--- src/rtl/control_sequencer.sv ---
// control_sequencer: hardwired control unit driving the DataPath strobes.
// Each instruction runs fetch (F0-F2), operand read (E3), ALU launch (E4),
// ALU wait (WT) and writeback (W5, or W5L/W6H for MUL/DIV). HALT parks the
// unit until clear.
//
// Optional feature macro: CTRL_WAIT_TIMEOUT_EN
//   When defined, the WT state is bounded to WAIT_LIMIT cycles. On expiry the
//   unit enters HALT and raises fault, which holds until clear.
//
// Ports:
//   Clock              system clock, rising edge
//   clear              synchronous active-low reset
//   IR[31:0]           instruction register from DataPath
//   finished           ALU completion strobe (sampled only in WT)
//   RFout..RLOout      bus source selects
//   RFin..RLOin        register write enables
//   RFSelect[3:0]      register-file index
//   opSelect[5:0]      ALU operation {1'b0, opcode}
//   start              ALU start pulse (E4 only)
//   Read, MDRin, MDRout, IncPC  memory / PC strobes
//   run                high while sequencing (low in RST and HALT)
//   fault              ALU timeout flag
module control_sequencer #(
  parameter int WAIT_LIMIT = 64
) (
  input  logic        Clock,
  input  logic        clear,
  input  logic [31:0] IR,
  input  logic        finished,
  output logic        RFout,
  output logic        PCout,
  output logic        IRout,
  output logic        RYout,
  output logic        RZLOout,
  output logic        RZHIout,
  output logic        MARout,
  output logic        RHIout,
  output logic        RLOout,
  output logic        RFin,
  output logic        PCin,
  output logic        IRin,
  output logic        RYin,
  output logic        RZin,
  output logic        MARin,
  output logic        RHIin,
  output logic        RLOin,
  output logic [3:0]  RFSelect,
  output logic [5:0]  opSelect,
  output logic        start,
  output logic        Read,
  output logic        MDRin,
  output logic        MDRout,
  output logic        IncPC,
  output logic        run,
  output logic        fault
);

  typedef enum logic [3:0] {
    ST_RST  = 4'd0,
    ST_F0   = 4'd1,
    ST_F1   = 4'd2,
    ST_F2   = 4'd3,
    ST_E3   = 4'd4,
    ST_E4   = 4'd5,
    ST_WT   = 4'd6,
    ST_W5   = 4'd7,
    ST_W5L  = 4'd8,
    ST_W6H  = 4'd9,
    ST_HALT = 4'd10
  } state_t;

  localparam logic [4:0] OP_MUL  = 5'b01110;
  localparam logic [4:0] OP_DIV  = 5'b01111;
  localparam logic [4:0] OP_HALT = 5'b11111;

  state_t     state_r;
  state_t     state_s;
  logic [4:0] opcode_r;
  logic [3:0] ra_r;
  logic [3:0] rc_r;
  logic       timeout_s;

  // Rb is only needed during E3 itself, so it is taken straight from IR and
  // never latched; the low IR bits carry no information for this unit.
  logic       unused_ir_s;
  assign unused_ir_s = ^IR[14:0];

`ifdef CTRL_WAIT_TIMEOUT_EN
  localparam int CNT_W = (WAIT_LIMIT > 1) ? $clog2(WAIT_LIMIT) : 1;
  localparam logic [CNT_W-1:0] CNT_LAST = CNT_W'(WAIT_LIMIT - 1);

  logic [CNT_W-1:0] wait_cnt_r;
  logic             fault_r;

  // Watchdog fires on the last allowed WT cycle if the ALU is still busy.
  assign timeout_s = (state_r == ST_WT) && !finished && (wait_cnt_r == CNT_LAST);
  assign fault     = fault_r;

  // Wait counter (cleared entering WT) and sticky fault flag.
  always_ff @(posedge Clock) begin
    if (!clear) begin
      wait_cnt_r <= '0;
      fault_r    <= 1'b0;
    end else begin
      if (state_r == ST_E4) begin
        wait_cnt_r <= '0;
      end else if (state_r == ST_WT) begin
        wait_cnt_r <= wait_cnt_r + CNT_W'(1);
      end else begin
        wait_cnt_r <= wait_cnt_r;
      end
      fault_r <= fault_r | timeout_s;
    end
  end
`else
  assign timeout_s = 1'b0;
  assign fault     = 1'b0;
`endif

  // State register.
  always_ff @(posedge Clock) begin
    if (!clear) begin
      state_r <= ST_RST;
    end else begin
      state_r <= state_s;
    end
  end

  // Instruction fields, captured once in E3 and held through writeback.
  always_ff @(posedge Clock) begin
    if (!clear) begin
      opcode_r <= 5'd0;
      ra_r     <= 4'd0;
      rc_r     <= 4'd0;
    end else if (state_r == ST_E3) begin
      opcode_r <= IR[31:27];
      ra_r     <= IR[26:23];
      rc_r     <= IR[18:15];
    end else begin
      opcode_r <= opcode_r;
      ra_r     <= ra_r;
      rc_r     <= rc_r;
    end
  end

  // Next-state logic.
  always_comb begin
    state_s = state_r;
    case (state_r)
      ST_RST:  state_s = ST_F0;
      ST_F0:   state_s = ST_F1;
      ST_F1:   state_s = ST_F2;
      ST_F2:   state_s = ST_E3;
      ST_E3:   state_s = (IR[31:27] == OP_HALT) ? ST_HALT : ST_E4;
      ST_E4:   state_s = ST_WT;
      ST_WT: begin
        if (finished) begin
          state_s = ((opcode_r == OP_MUL) || (opcode_r == OP_DIV)) ? ST_W5L : ST_W5;
        end else if (timeout_s) begin
          state_s = ST_HALT;
        end else begin
          state_s = ST_WT;
        end
      end
      ST_W5:   state_s = ST_F0;
      ST_W5L:  state_s = ST_W6H;
      ST_W6H:  state_s = ST_F0;
      ST_HALT: state_s = ST_HALT;
      default: state_s = ST_RST;
    endcase
  end

  // Moore output decode; everything not named for a state stays 0.
  always_comb begin
    RFout = 1'b0; PCout = 1'b0; IRout = 1'b0; RYout = 1'b0;
    RZLOout = 1'b0; RZHIout = 1'b0; MARout = 1'b0; RHIout = 1'b0; RLOout = 1'b0;
    RFin = 1'b0; PCin = 1'b0; IRin = 1'b0; RYin = 1'b0; RZin = 1'b0;
    MARin = 1'b0; RHIin = 1'b0; RLOin = 1'b0;
    RFSelect = 4'd0; opSelect = 6'd0; start = 1'b0;
    Read = 1'b0; MDRin = 1'b0; MDRout = 1'b0; IncPC = 1'b0;
    run = (state_r != ST_RST) && (state_r != ST_HALT);
    case (state_r)
      ST_F0: begin PCout = 1'b1; MARin = 1'b1; IncPC = 1'b1; RZin = 1'b1; end
      ST_F1: begin RZLOout = 1'b1; PCin = 1'b1; Read = 1'b1; MDRin = 1'b1; end
      ST_F2: begin MDRout = 1'b1; IRin = 1'b1; end
      ST_E3: begin
        // A HALT instruction asserts nothing on its way out.
        if (IR[31:27] != OP_HALT) begin
          RFSelect = IR[22:19]; RFout = 1'b1; RYin = 1'b1;
        end else begin
          RFSelect = 4'd0;
        end
      end
      ST_E4: begin
        RFSelect = rc_r; RFout = 1'b1; RZin = 1'b1;
        opSelect = {1'b0, opcode_r}; start = 1'b1;
      end
      ST_WT:   opSelect = {1'b0, opcode_r};
      ST_W5:   begin RFSelect = ra_r; RZLOout = 1'b1; RFin = 1'b1; end
      ST_W5L:  begin RZLOout = 1'b1; RLOin = 1'b1; end
      ST_W6H:  begin RZHIout = 1'b1; RHIin = 1'b1; end
      default: run = run;
    endcase
  end

endmodule
--- config.mk ---
export PLATFORM = sky130hd
export DESIGN_NAME = control_sequencer
export DESIGN_NICKNAME = d
export VERILOG_FILES = /design/src/rtl/control_sequencer.sv
export SDC_FILE = /design/constraint.sdc
export NUM_CORES = 1
export LEC_CHECK = 0
export ABC_AREA = 1
export CORE_MARGIN = 5
export CORE_UTILIZATION = 38
export CTS_CLUSTER_DIAMETER = 30
export DETAILED_ROUTE_END_ITERATION = 7
export GPL_ROUTABILITY_DRIVEN = 0
export PLACE_DENSITY_LB_ADDON = 0.05
export SYNTH_ARGS = -nofsm -noshare
export SYNTH_HDL_FRONTEND = slang
export SYNTH_SLANG_ARGS = --single-unit
--- constraint.sdc ---
create_clock -name Clock -period 2.5 [get_ports Clock]
set_input_delay 0.625 -clock Clock [delete_from_list [all_inputs] [get_ports Clock]]
set_output_delay 0.625 -clock Clock [all_outputs]
set_load 0.01 [all_outputs]
==> impl_metrics.toml, run 1 <==
[yosys]
synth-edff-count = 0
synth.distinct_cells = 23
ys.flop_type = "dfxtp_1"
syn_area_per_cell_sq_um = 6.49
yosysSeqAreaShare = 0.328
yosys_warnings = 0
synthCells = 160
ys_ff_latch = 17
synthArstFlopShare = 0
syn_area_sq_um = 1040

[global_route]
grt_overflow = 0
grt_pass1_wl_microns = 4260
grt_max_degree = 16
grt_usage = 0.131
grt_antenna_before_repair = 0
grt_pass1_vias = 1012

[final_layout]
antenna_cells = 0
final_nets = 240
fillCellCount = 273
area_growth_pct = 45.2
layout-drive-gt1-share = 0.157
final_util = 0.561
layout_commonest_cell = "clkdlybuf4s50_1"
layout_common_cells = "clkdlybuf4s50_1, nor2_1, nand2_1, inv_1, dfxtp_1"
design_area_sq_um = 1510

[status]
status = "finished, final reports clean"

[placement]
dp_hpwl_microns = 2020
dpl-instance-area_sq_um = 1470
io_buffers = 46

[detailed_routing]
finalWirelength_microns = 2450
vias_per_cell = 4.52
drcViolationCount = 0
dr.pass1.iters = 4
vias = 1063
wl_per_cell_microns = 10.4
ant_nets = 0
first_iter_violations = 45

[timing]
rsz0062_at_grt = "no"
hold_slack_ns = 0.459
fmax_mhz = 412
layout_min_cycle_time_ns = 2.42
skew_ns = 0.00157
finalSetupTns_ns = 0
finalHoldViolCount = 0
setup_viol = 0
post-route-period-util = 0.970
drv_slew = 0

[floorplanning]
fp.dieW_microns = 62.3
fp.dieArea_sq_um = 3880
ios = 69
die_h_microns = 62.3
initial_core_util = 0.387
rows = 19
core_sq_um = 2690

[cts]
clock_path_buffers = 2
path_clk_slew_ns = 0.10
numCtsBuffers = 3
cts_root_buf = "clkbuf_4"
cts_tree = "done"
htree_levels = 1
postCtsHoldBufs = 0
clock_sinks = 17
clkLatencyLatePin_ns = 0.29

[worst_hold_path]
min_path_cells = 2
min-delay-start = "opcode_r[0]$_SDFFE_PN0P_"
hold_path_class = "reg -> reg"
min_to = "opcode_r[0]$_SDFFE_PN0P_"

[power_and_ir_drop]
irDropWorstVdd_mv = 0.562
power-per-cell-area_nw_per_um2 = 753
p_leak_nw = 0.777

[setup_path]
arrival_ns = 1.80
crit_fanout = 6
r2r_end = "state_r[3]$_SDFF_PN0_"
crit_required_ns = 1.88
rr_worst_depth = 9
startpoint_type = "primary input"
endpoint_kind = "output port"
path_class = "in -> out"
timing.rr.start = "state_r[2]$_SDFF_PN0_"
worst-r2r-setup-slack_ns = 1.01

[flow_run]
maxCapViolCount = 0
## report_power, final
part | switching, W | internal (W)
Clock | 0.0000881 | 0.0000595
Sequential | 0.0000523 | 0.000333
Combinational | 0.000301 | 0.000301
## per-layer routing
layer	part of all wire	wire, microns	vias up	global-route usage
li1	-	-	565	-
met1	0.44	1080	455	0.150
met2	0.47	1160	37	0.222
met3	0.069	169	6	0.0360
met4	0.018	45	0	0.0637
met5	0	0	-	0
## cell families (layout without fill, tap and decap cells)
| family | after synthesis | count (layout) | share of synthesized area |
|---|---|---|---|
| other | 1 | 7 | 0.00361 |
| buffers and inverters | 39 | 77 | 0.202 |
| AO/OA/AOI/OAI | 23 | 23 | 0.128 |
| flip-flops | 17 | 17 | 0.328 |
| AND/OR/NAND/NOR | 80 | 80 | 0.339 |
## worst max-delay path by stage
stage                        to  cells past startpoint    from
floorplan           RFSelect[0]                      5  IR[30]
global placement    RFSelect[2]                      8  IR[29]
detailed placement  RFSelect[2]                      8  IR[28]
CTS                 RFSelect[2]                      8  IR[28]
global route        RFSelect[2]                      8  IR[27]
finish                     RYin                      6  IR[28]
## registers in the layout (all words and copies together) (netlist names)
signal and flops:
state_r 4, opcode_r 5, ra_r 4, rc_r 4
## cell type report
cell class | count | area, sq um | share of cell area
multi-input combinational | 110 | 529 | 0.351
tap | 31 | 38.8 | 0.0257
clock inverter | 1 | 5.00 | 0.00332
timing repair buffer | 50 | 480 | 0.319
sequential | 17 | 345 | 0.229
inverter | 23 | 86.3 | 0.0573
clock buffer | 3 | 22.5 | 0.0149
## synthesized netlist by cell type, types with 2 or more instances
master	count	share of area
o21ai_0	10	0.048
nand3_1	7	0.034
inv_1	20	0.072
o21ai_1	4	0.019
dfxtp_1	17	0.33
a21oi_1	6	0.029
buf_6	2	0.022
buf_4	13	0.094
nand2_1	30	0.11
nor2_4	2	0.022
nor2_1	32	0.12
inv_2	3	0.011
nor2_2	4	0.024
## critical path, cell delays in order
cell and delay (ns):
clkdlybuf4s50_1 0.48, nand3_1 0.07, nor2_1 0.12, buf_4 0.16
nor2_4 0.05, dlygate4sd2_1 0.29
## timing repair
item	4_1_cts	5_1_grt
endpoints found under the setup margin	11	11
resized for setup	15	13
setup buffers	0	0
## through the flow
stage | total power [W] | setup slack (ns) | cells
finish | 0.00114 | 0.0750 | 235
detailed placement | 0.000981 | -0.287 | 231
global route | 0.00122 | 0.00696 | 235
global placement | 0.000975 | -0.275 | 231
CTS | 0.00114 | 0.00498 | 235
floorplan | 0.000757 | 0.625 | 166
Power figures use the tool's default switching activity.
==> run 2: changes to the inputs <==
--- a/config.mk
+++ b/config.mk
@@ -6,6 +6,7 @@
 export NUM_CORES = 1
 export LEC_CHECK = 0
 export ABC_AREA = 1
+export CAP_MARGIN = 40
 export CORE_MARGIN = 5
 export CORE_UTILIZATION = 38
 export CTS_CLUSTER_DIAMETER = 30
==> results of run 2 <==
Final layout, timing and power as in run 1 (identical DEF).
==> run 3: changes to the inputs <==
--- a/config.mk
+++ b/config.mk
@@ -7,6 +7,7 @@
 export LEC_CHECK = 0
 export ABC_AREA = 1
 export CAP_MARGIN = 40
+export CORE_ASPECT_RATIO = 0.9
 export CORE_MARGIN = 5
 export CORE_UTILIZATION = 38
 export CTS_CLUSTER_DIAMETER = 30
@@ -16,3 +17,4 @@
 export SYNTH_ARGS = -nofsm -noshare
 export SYNTH_HDL_FRONTEND = slang
 export SYNTH_SLANG_ARGS = --single-unit
+export TNS_END_PERCENT = 100
==> run 3 against run 2 <==
First-iteration DRC count is 27% lower. Clock-buffer cell count stayed put. Critical path depth is 1 higher. Largest power group unchanged.
==> impl_metrics.toml, run 3 (synthesized netlist as in run 1, its figures left out) <==
[global_route]
grt_overflow = 0
grt_max_degree = 17
grt_antenna_before_repair = 0
grt_pass1_vias = 1032
grt_pass1_wl_microns = 4180
grt_usage = 0.136

[setup_path]
cpPeakStageDelay_ns = 0.54
endpoint_kind = "output port"
crit_top_cell = "nor2_2"
crit_fanout = 5
crit_required_ns = 1.88
crit_family = "buffers and inverters"
crit_chain = "inv_1 -> nor2_2 -> nand2_2 -> inv_2 -> nor2_2 -> nor2_1 -> clkdlybuf4s50_1"
cpMaxStageDelayCell = "clkdlybuf4s50_1"
arrival_ns = 1.78
path_class = "reg -> out"
startpoint_type = "flip-flop"
path_buf_inv = 3

[floorplanning]
die_h_microns = 59.6
ios = 69
fp.dieW_microns = 65.1
core_sq_um = 2680
initial_core_util = 0.387
fp.dieArea_sq_um = 3880
rows = 18

[detailed_routing]
drcViolationCount = 0
ant_nets = 0
first_iter_violations = 33
wl_per_cell_microns = 11.0
dr.pass1.iters = 4
vias_per_cell = 4.62
vias = 1099
finalWirelength_microns = 2610

[cts]
path_clk_slew_ns = 0.10
clock_path_buffers = 2
clock_sinks = 17
cts_tree = "done"
cts_root_buf = "clkbuf_4"
numCtsBuffers = 3
htree_levels = 1
clkLatencyLatePin_ns = 0.29

[final_layout]
fillCellCount = 275
layout-drive-gt1-share = 0.178
antenna_cells = 0
layout_commonest_cell = "clkdlybuf4s50_1"
largest_register = "opcode_r"
final_nets = 244
largest_reg_flops = 5
area_growth_pct = 50.5
layout_common_cells = "clkdlybuf4s50_1, nor2_1, nand2_1, inv_1, dfxtp_1"
regArea_sq_um = 348
multi_input_area_sq_um = 529
design_area_sq_um = 1560

[status]
status = "finished, final reports clean"

[timing]
layout_min_cycle_time_ns = 2.41
finalSetupTns_ns = 0
setup_viol = 0
fmax_mhz = 415
post-route-period-util = 0.963
drv_slew = 0
finalHoldViolCount = 0
skew_ns = 0.00149
rsz0062_at_grt = "yes"

[power_and_ir_drop]
p_leak_nw = 0.830
irDropWorstVdd_mv = 0.357
power-per-cell-area_nw_per_um2 = 736

[worst_hold_path]
hold_path_class = "reg -> reg"

[flow_run]
maxCapViolCount = 0

[placement]
dpl-instance-area_sq_um = 1470
dp_hpwl_microns = 2100
io_buffers = 46
==> run 3: cell types whose count changed in the layout (fill, tap and decap cells not counted), moves of 3 or more <==
cell             before  now
clkbuf_2              4    0
dlymetal6s2s_1        5    9
buf_2                 0    4
buf_4                 4    7
clkdlybuf4s50_1      35   31
==> run 3: what timing repair did <==
action / in CTS / in global routing
setup endpoints to repair: 11 / 15
resized for setup: 21 / 17
endpoints found under the hold margin: 0 / 0
setup buffers: 3 / 1
hold buffers: 0 / 0
pin swaps: 0 / 3
==> run 3: path summary, 6_finish.rpt <==
| check | start | end | slack [ns] | depth (start not counted) |
|---|---|---|---|---|
| hold reg to reg | opcode_r[0]$_SDFFE_PN0P_ | opcode_r[0]$_SDFFE_PN0P_ | 0.46 | 2 |
| setup reg to reg | state_r[2]$_SDFF_PN0_ | state_r[0]$_SDFF_PN0_ | 1.19 | 8 |
| hold / removal | opcode_r[0]$_SDFFE_PN0P_ | opcode_r[0]$_SDFFE_PN0P_ | 0.46 | 2 |
| setup / recovery | state_r[0]$_SDFF_PN0_ | opSelect[4] | 0.09 | 7 |
==> run 3: final cells by class <==
class | instances | share of cell area
clock buffer | 3 | 0.0144
tap | 30 | 0.0240
clock inverter | 1 | 0.00320
timing repair buffer | 54 | 0.342
multi-input combinational | 110 | 0.339
inverter | 23 | 0.0552
sequential | 17 | 0.223
==> run 3: layer usage <==
layer | vias up | wire length (microns) | global-route usage
met5 | - | 0 | 0
met4 | 0 | 55 | 0.0710
met3 | 6 | 174 | 0.0247
met2 | 42 | 1200 | 0.235
met1 | 478 | 1190 | 0.162
li1 | 573 | - | -
==> run 3: power breakdown <==
| part | switching (W) | leakage, nW | internal (W) |
|---|---|---|---|
| clock | 0.0000894 | 0.0177 | 0.0000595 |
| combinational | 0.000309 | 0.673 | 0.000308 |
| sequential | 0.0000495 | 0.140 | 0.000334 |
==> run 3: tightest hold or removal path, cell delays in order (launching register included) <==
cell,delay [ns]
dfxtp_1,0.31
inv_1,0.06
a21oi_1,0.05
==> run 3: per-stage QoR <==
step	power, W	hold WS, ns	setup WS (ns)	util	instances
6_report	0.00115	0.464	0.0915	0.583	238
5_1_grt	0.00123	0.498	-0.00408	0.583	238
4_1_cts	0.00114	0.469	-0.0652	0.566	237
3_5_place_dp	0.000983	0.454	-0.289	0.547	230
3_3_place_gp	0.000977	0.446	-0.284	0.547	230
2_1_floorplan	0.000757	0.429	0.625	-	166
==> patch 1: new RTL, flow settings as in run 2 <==
Build with the macro `CTRL_WAIT_TIMEOUT_EN` defined.
--- a/src/rtl/control_sequencer.sv
+++ b/src/rtl/control_sequencer.sv
@@ -22,2 +22,4 @@
 //   fault              ALU timeout flag
+`define CTRL_WAIT_TIMEOUT_EN
+
 module control_sequencer #(
Function: same outputs for any inputs over 10 cycles, from zero or initial values; that may be too few to reach the edited logic, so the function may still have changed.
==> patch 1 against run 2 <==
- power increased by 27%
- setup slack got worse by 66 ps
- hold slack is essentially flat
- design area up 28%
- area after synthesis increased by 30%
- die area increased by 25%
- maximum frequency decreased by 2.7%
- sequential cell count grew 7
- via count up 32%
- routed wire length is 43% higher
- largest cell class unchanged
- largest power group unchanged
==> patch 1: results (changes against run 2) <==
Drt
  – Met3 Wirelength: 242 um (was 169 um)
  – Routed met2 length: 1590 um (was 1160 um)
  – DRT met1 WL: 1620 um (was 1080 um)
  – Total Wirelength: 3490 um (was 2450 um)
  – Initial DRC Count: 75 (was 45)

Global route
  – Largest net degree at the start of global routing: 19 (was 16)
  – Met1 Use GR: 18.0% (was 15.0%)
  – Vias in the first global route: 1313 (was 1012)
  – Met3 Usage GRT: 4.93% (was 3.60%)
  – GRT Resource Usage Total: 14.6% (was 13.1%)
  – First-pass GRT wire length: 6000 um (was 4260 um)

Worst setup path
  – R2R depth: 7 (was 9)
  – R2R Setup Slk: 1100 ps (was 1010 ps)
  – CP endpoint: opSelect[1] (was RYin)
  – Slowest stage delay, CP: 540 ps (was 480 ps)
  – FF-to-FF Start: state_r[3] (was state_r[2])
  – Arr. time, crit path: 1870 ps (was 1800 ps)
  – Setup crit start: state_r[0] (was IR[28])

Timing
  – Clock skew: 6.17 ps (was 1.57 ps)

Clock tree
  – Clk Latency, worst-skew pair: 330 ps (was 290 ps)
  – Post-CTS Resized: 18 (was 15)
  – CTS clk-pin slew, worst paths: 140 ps (was 100 ps)
  – Cts bufs inserted: 3 (unchanged)

Synth
  – Synth Area in Compound Gates: 10.8% (was 12.8%)
  – Synth top area cells: dfxtp_1 (36%), nand2_1 (13%), nor2_1 (11%), inv_1 (7.8%), buf_4 (6.7%) (was dfxtp_1 (33%), nor2_1 (12%), nand2_1 (11%), buf_4 (9.4%), inv_1 (7.2%))
  – Post-synthesis adder-cell area fraction: 0.926% (was 0%)
  – Post-synthesis sequential area ratio: 35.6% (was 32.8%)
  – Most instantiated cells after synthesis: nand2_1 (47), nor2_1 (40), inv_1 (28) (was nor2_1 (32), nand2_1 (30), inv_1 (20))

Pwr
  – Peak VDD IR: 0.312 mV (was 0.562 mV)
  – Static leakage: 0.878 nW (was 0.777 nW)
  – Comb pwr: 0.000648 W (was 0.000603 W)
  – Switch share: 36.4% (was 38.9%)

Placement
  – Port Buffer Count: 47 (was 46)
  – Dpl hpwl: 2710 um (was 2020 um)
  – Area after DPL: 0.00185 mm2 (was 0.00147 mm2)

Run status
  – Status: finished clean (unchanged)

Finish
  – Layout cells sized above 1: 13.4% (was 15.7%)
  – Nets: 299 (was 240)
-- patch 1: worst min path at each step --
stage	to	slack (ps)
floorplan	opcode_r[0]	430
global placement	opcode_r[0]	440
detailed placement	opcode_r[0]	450
CTS	opcode_r[0]	470
global route	fault	480
finish	fault	460
-- patch 1: area by class of cell --
class / instances / area (um2)
Sequential cell: 24 / 483
Fill cell: 336 / 1470
Inverter: 30 / 113
Tap cell: 46 / 57.6
Timing Repair Buffer: 56 / 517
Clock inverter: 1 / 30.0
Clock buffer: 3 / 22.5
Multi-Input combinational cell: 148 / 702
-- patch 1: through the flow --
stage	util, %	cells	setup WS [ps]	power, W	setup TNS [ps]
final	56.8	308	8.55	0.00144	0
after global routing	56.8	308	-97.0	0.00153	-733
after CTS	56.8	308	-13.1	0.00144	-48.3
after detailed placement	54.7	303	-231	0.00113	-1140
after global placement	54.7	303	-220	0.00113	-1070
after floorplan	-	216	719	0.000873	0
==> patch 2: new RTL, config.mk and constraints of run 2 <==
Without the edit above. Put a register stage on the output `run`, without a reset. The value now appears one clock later. The other outputs are not delayed to match.
--- a/src/rtl/control_sequencer.sv
+++ b/src/rtl/control_sequencer.sv
@@ -75,2 +75,4 @@
 
+  logic run_d;
+
   state_t     state_r;
@@ -180,3 +182,3 @@
     Read = 1'b0; MDRin = 1'b0; MDRout = 1'b0; IncPC = 1'b0;
-    run = (state_r != ST_RST) && (state_r != ST_HALT);
+    run_d = (state_r != ST_RST) && (state_r != ST_HALT);
     case (state_r)
@@ -201,3 +203,3 @@
       ST_W6H:  begin RZHIout = 1'b1; RHIin = 1'b1; end
-      default: run = run;
+      default: run_d = run_d;
     endcase
@@ -205,2 +207,6 @@
 
+  always_ff @(posedge Clock) begin
+    run <= run_d;
+  end
+
 endmodule
Function: changed (a bounded check fails within 4 cycles, from zero or initial values).
==> patch 2 against run 2 <==
- design area rose by 3.2%
- synthesized cell count rose by 1.9%
- core utilization rose by 1.3 points
- non-clock buffer count rose by 3
- first-iteration DRC count fell by 22%
- setup slack improved by 35 ps
- area after synthesis rose by 2.5%
- hold slack improved by 9.7 ps
- sequential cell count rose by 1
- routed wire length rose by 6.5%
- via count rose by 5.7%
- critical path depth did not move
- die area rose by 2.1%
- power rose by 7.2%
- critical path type unchanged
- largest cell class unchanged
- highest routed layer unchanged
==> patch 2: results (changes against run 2) <==
Global route
  – First-pass GRT wire length: 4420 um (was 4260 um)
  – Largest net degree at the start of global routing: 19 (was 16)
  – Vias in the first global route: 1052 (was 1012)
  – GRT Resource Usage Total: 13.4% (was 13.1%)

Pwr
  – Static leakage: 0.769 nW (was 0.777 nW)
  – Peak VDD IR: 0.483 mV (was 0.562 mV)
  – Switching power: 0.000465 W (was 0.000442 W)

Finish
  – Nonclk buf count: 53 (was 50)
  – Clk_buf instances: 4 (was 3)
  – Multi-input gates: 112 (was 110)
  – Final clock-cell share: 2.33% (was 1.83%)
  – Non-clk buf share: 31.9% (about the same)
  – Fraction of area in multi-input gates: 34.2% (was 35.1%)
  – Non-clock inverter count: 23 (unchanged)
  – Layout fillers: 291 (was 273)
  – Nets: 246 (was 240)
  – Sequential fraction of total cell area: 23.6% (was 22.9%)

Clock tree
  – CTS Sinks: 18 (was 17)
  – CTS clk-pin slew, worst paths: 100 ps (about the same)

Placement
  – Post-Place Cells: 235 (was 231)
  – Worst slack, placed: -283 ps (was -287 ps)
  – Dpl hpwl: 2140 um (was 2020 um)

Timing
  – Clock skew: 5.19 ps (was 1.57 ps)

Worst setup path
  – Arr. time, crit path: 1770 ps (was 1800 ps)
  – Crit path max fanout: 6 (unchanged)

Synth
  – Synth top area cells: dfxtp_1 (34%), nor2_1 (12%), nand2_1 (11%), buf_4 (9.2%), inv_1 (7.4%) (was dfxtp_1 (33%), nor2_1 (12%), nand2_1 (11%), buf_4 (9.4%), inv_1 (7.2%))
  – Most instantiated cells after synthesis: nor2_1 (34), nand2_1 (30), inv_1 (21) (was nor2_1 (32), nand2_1 (30), inv_1 (20))
  – Post-synthesis sequential area ratio: 33.8% (was 32.8%)
  – Unique cell type count in the Yosys netlist: 22 (was 23)
  – Syn Area/Cell: 6.53 um2 (was 6.49 um2)

Drt
  – Initial DRC Count: 35 (was 45)
  – WL/cell: 10.8 um (was 10.4 um)
  – Vias per cell: 4.66 (was 4.52)
  – Total Wirelength: 2610 um (was 2450 um)

Run status
  – Status: finished clean (unchanged)
==> patch 2: tightest hold or removal path, cell delays in order, from the launching register on <==
cell	delay (ps)
dfxtp_1	310
inv_1	60
a21oi_1	60
==> patch 2: path summary, 6_finish.rpt <==
kind / slack, ps / to / cells past startpoint / start
hold / removal: 470 / opcode_r[0] / 2 / opcode_r[0]
setup / recovery: 110 / RYin / 6 / IR[31]
setup reg to reg: 1230 / state_r[3] / 8 / state_r[0]
hold reg to reg: 470 / opcode_r[0] / 2 / opcode_r[0]
==> patch 2: stage by stage <==
stage               power [W]  util (%)  TNS [ps]  area [um2]
floorplan            0.000804         -         0        1090
global placement      0.00103      55.4     -1490        1500
detailed placement    0.00104      55.4     -1460        1500
CTS                   0.00122      57.1         0        1550
global route          0.00132      57.4         0        1560
finish                0.00122      57.4         0        1560
==> patch 2: cell families (layout without fill, tap and decap cells) <==
family          Yosys count  count (layout)  synth area share [%]
compound gates           23              23                  11.4
buf+inv                  39              80                  19.7
flops                    18              18                  33.8
other cells               1               7                 0.352
simple gates             82              82                  34.7
==> patch 2: power groups by stage <==
stage,clock network (W),registers (W),logic [W]
2_1_floorplan,0,0.000409,0.000395
3_3_place_gp,0,0.000403,0.000631
3_5_place_dp,0,0.000405,0.000636
4_1_cts,0.000185,0.000401,0.000634
5_1_grt,0.000201,0.000416,0.000705
6_report,0.000176,0.000407,0.000634
==> patch 2: routing by layer <==
layer / share of wire [%] / routed length (um) / track usage, %
met2: 50 / 1320 / 22.6
met3: 6.8 / 177 / 4.50
met5: 0 / 0 / 0
met1: 41 / 1080 / 15.4
met4: 1.2 / 32 / 5.31
==> patch 2: timing repair <==
item	in CTS	in global routing
buffers inserted	1	1
pin swaps	0	0
cloned	0	0
endpoints found under the setup margin	11	15
hold buffers	0	0
resized for setup	15	14
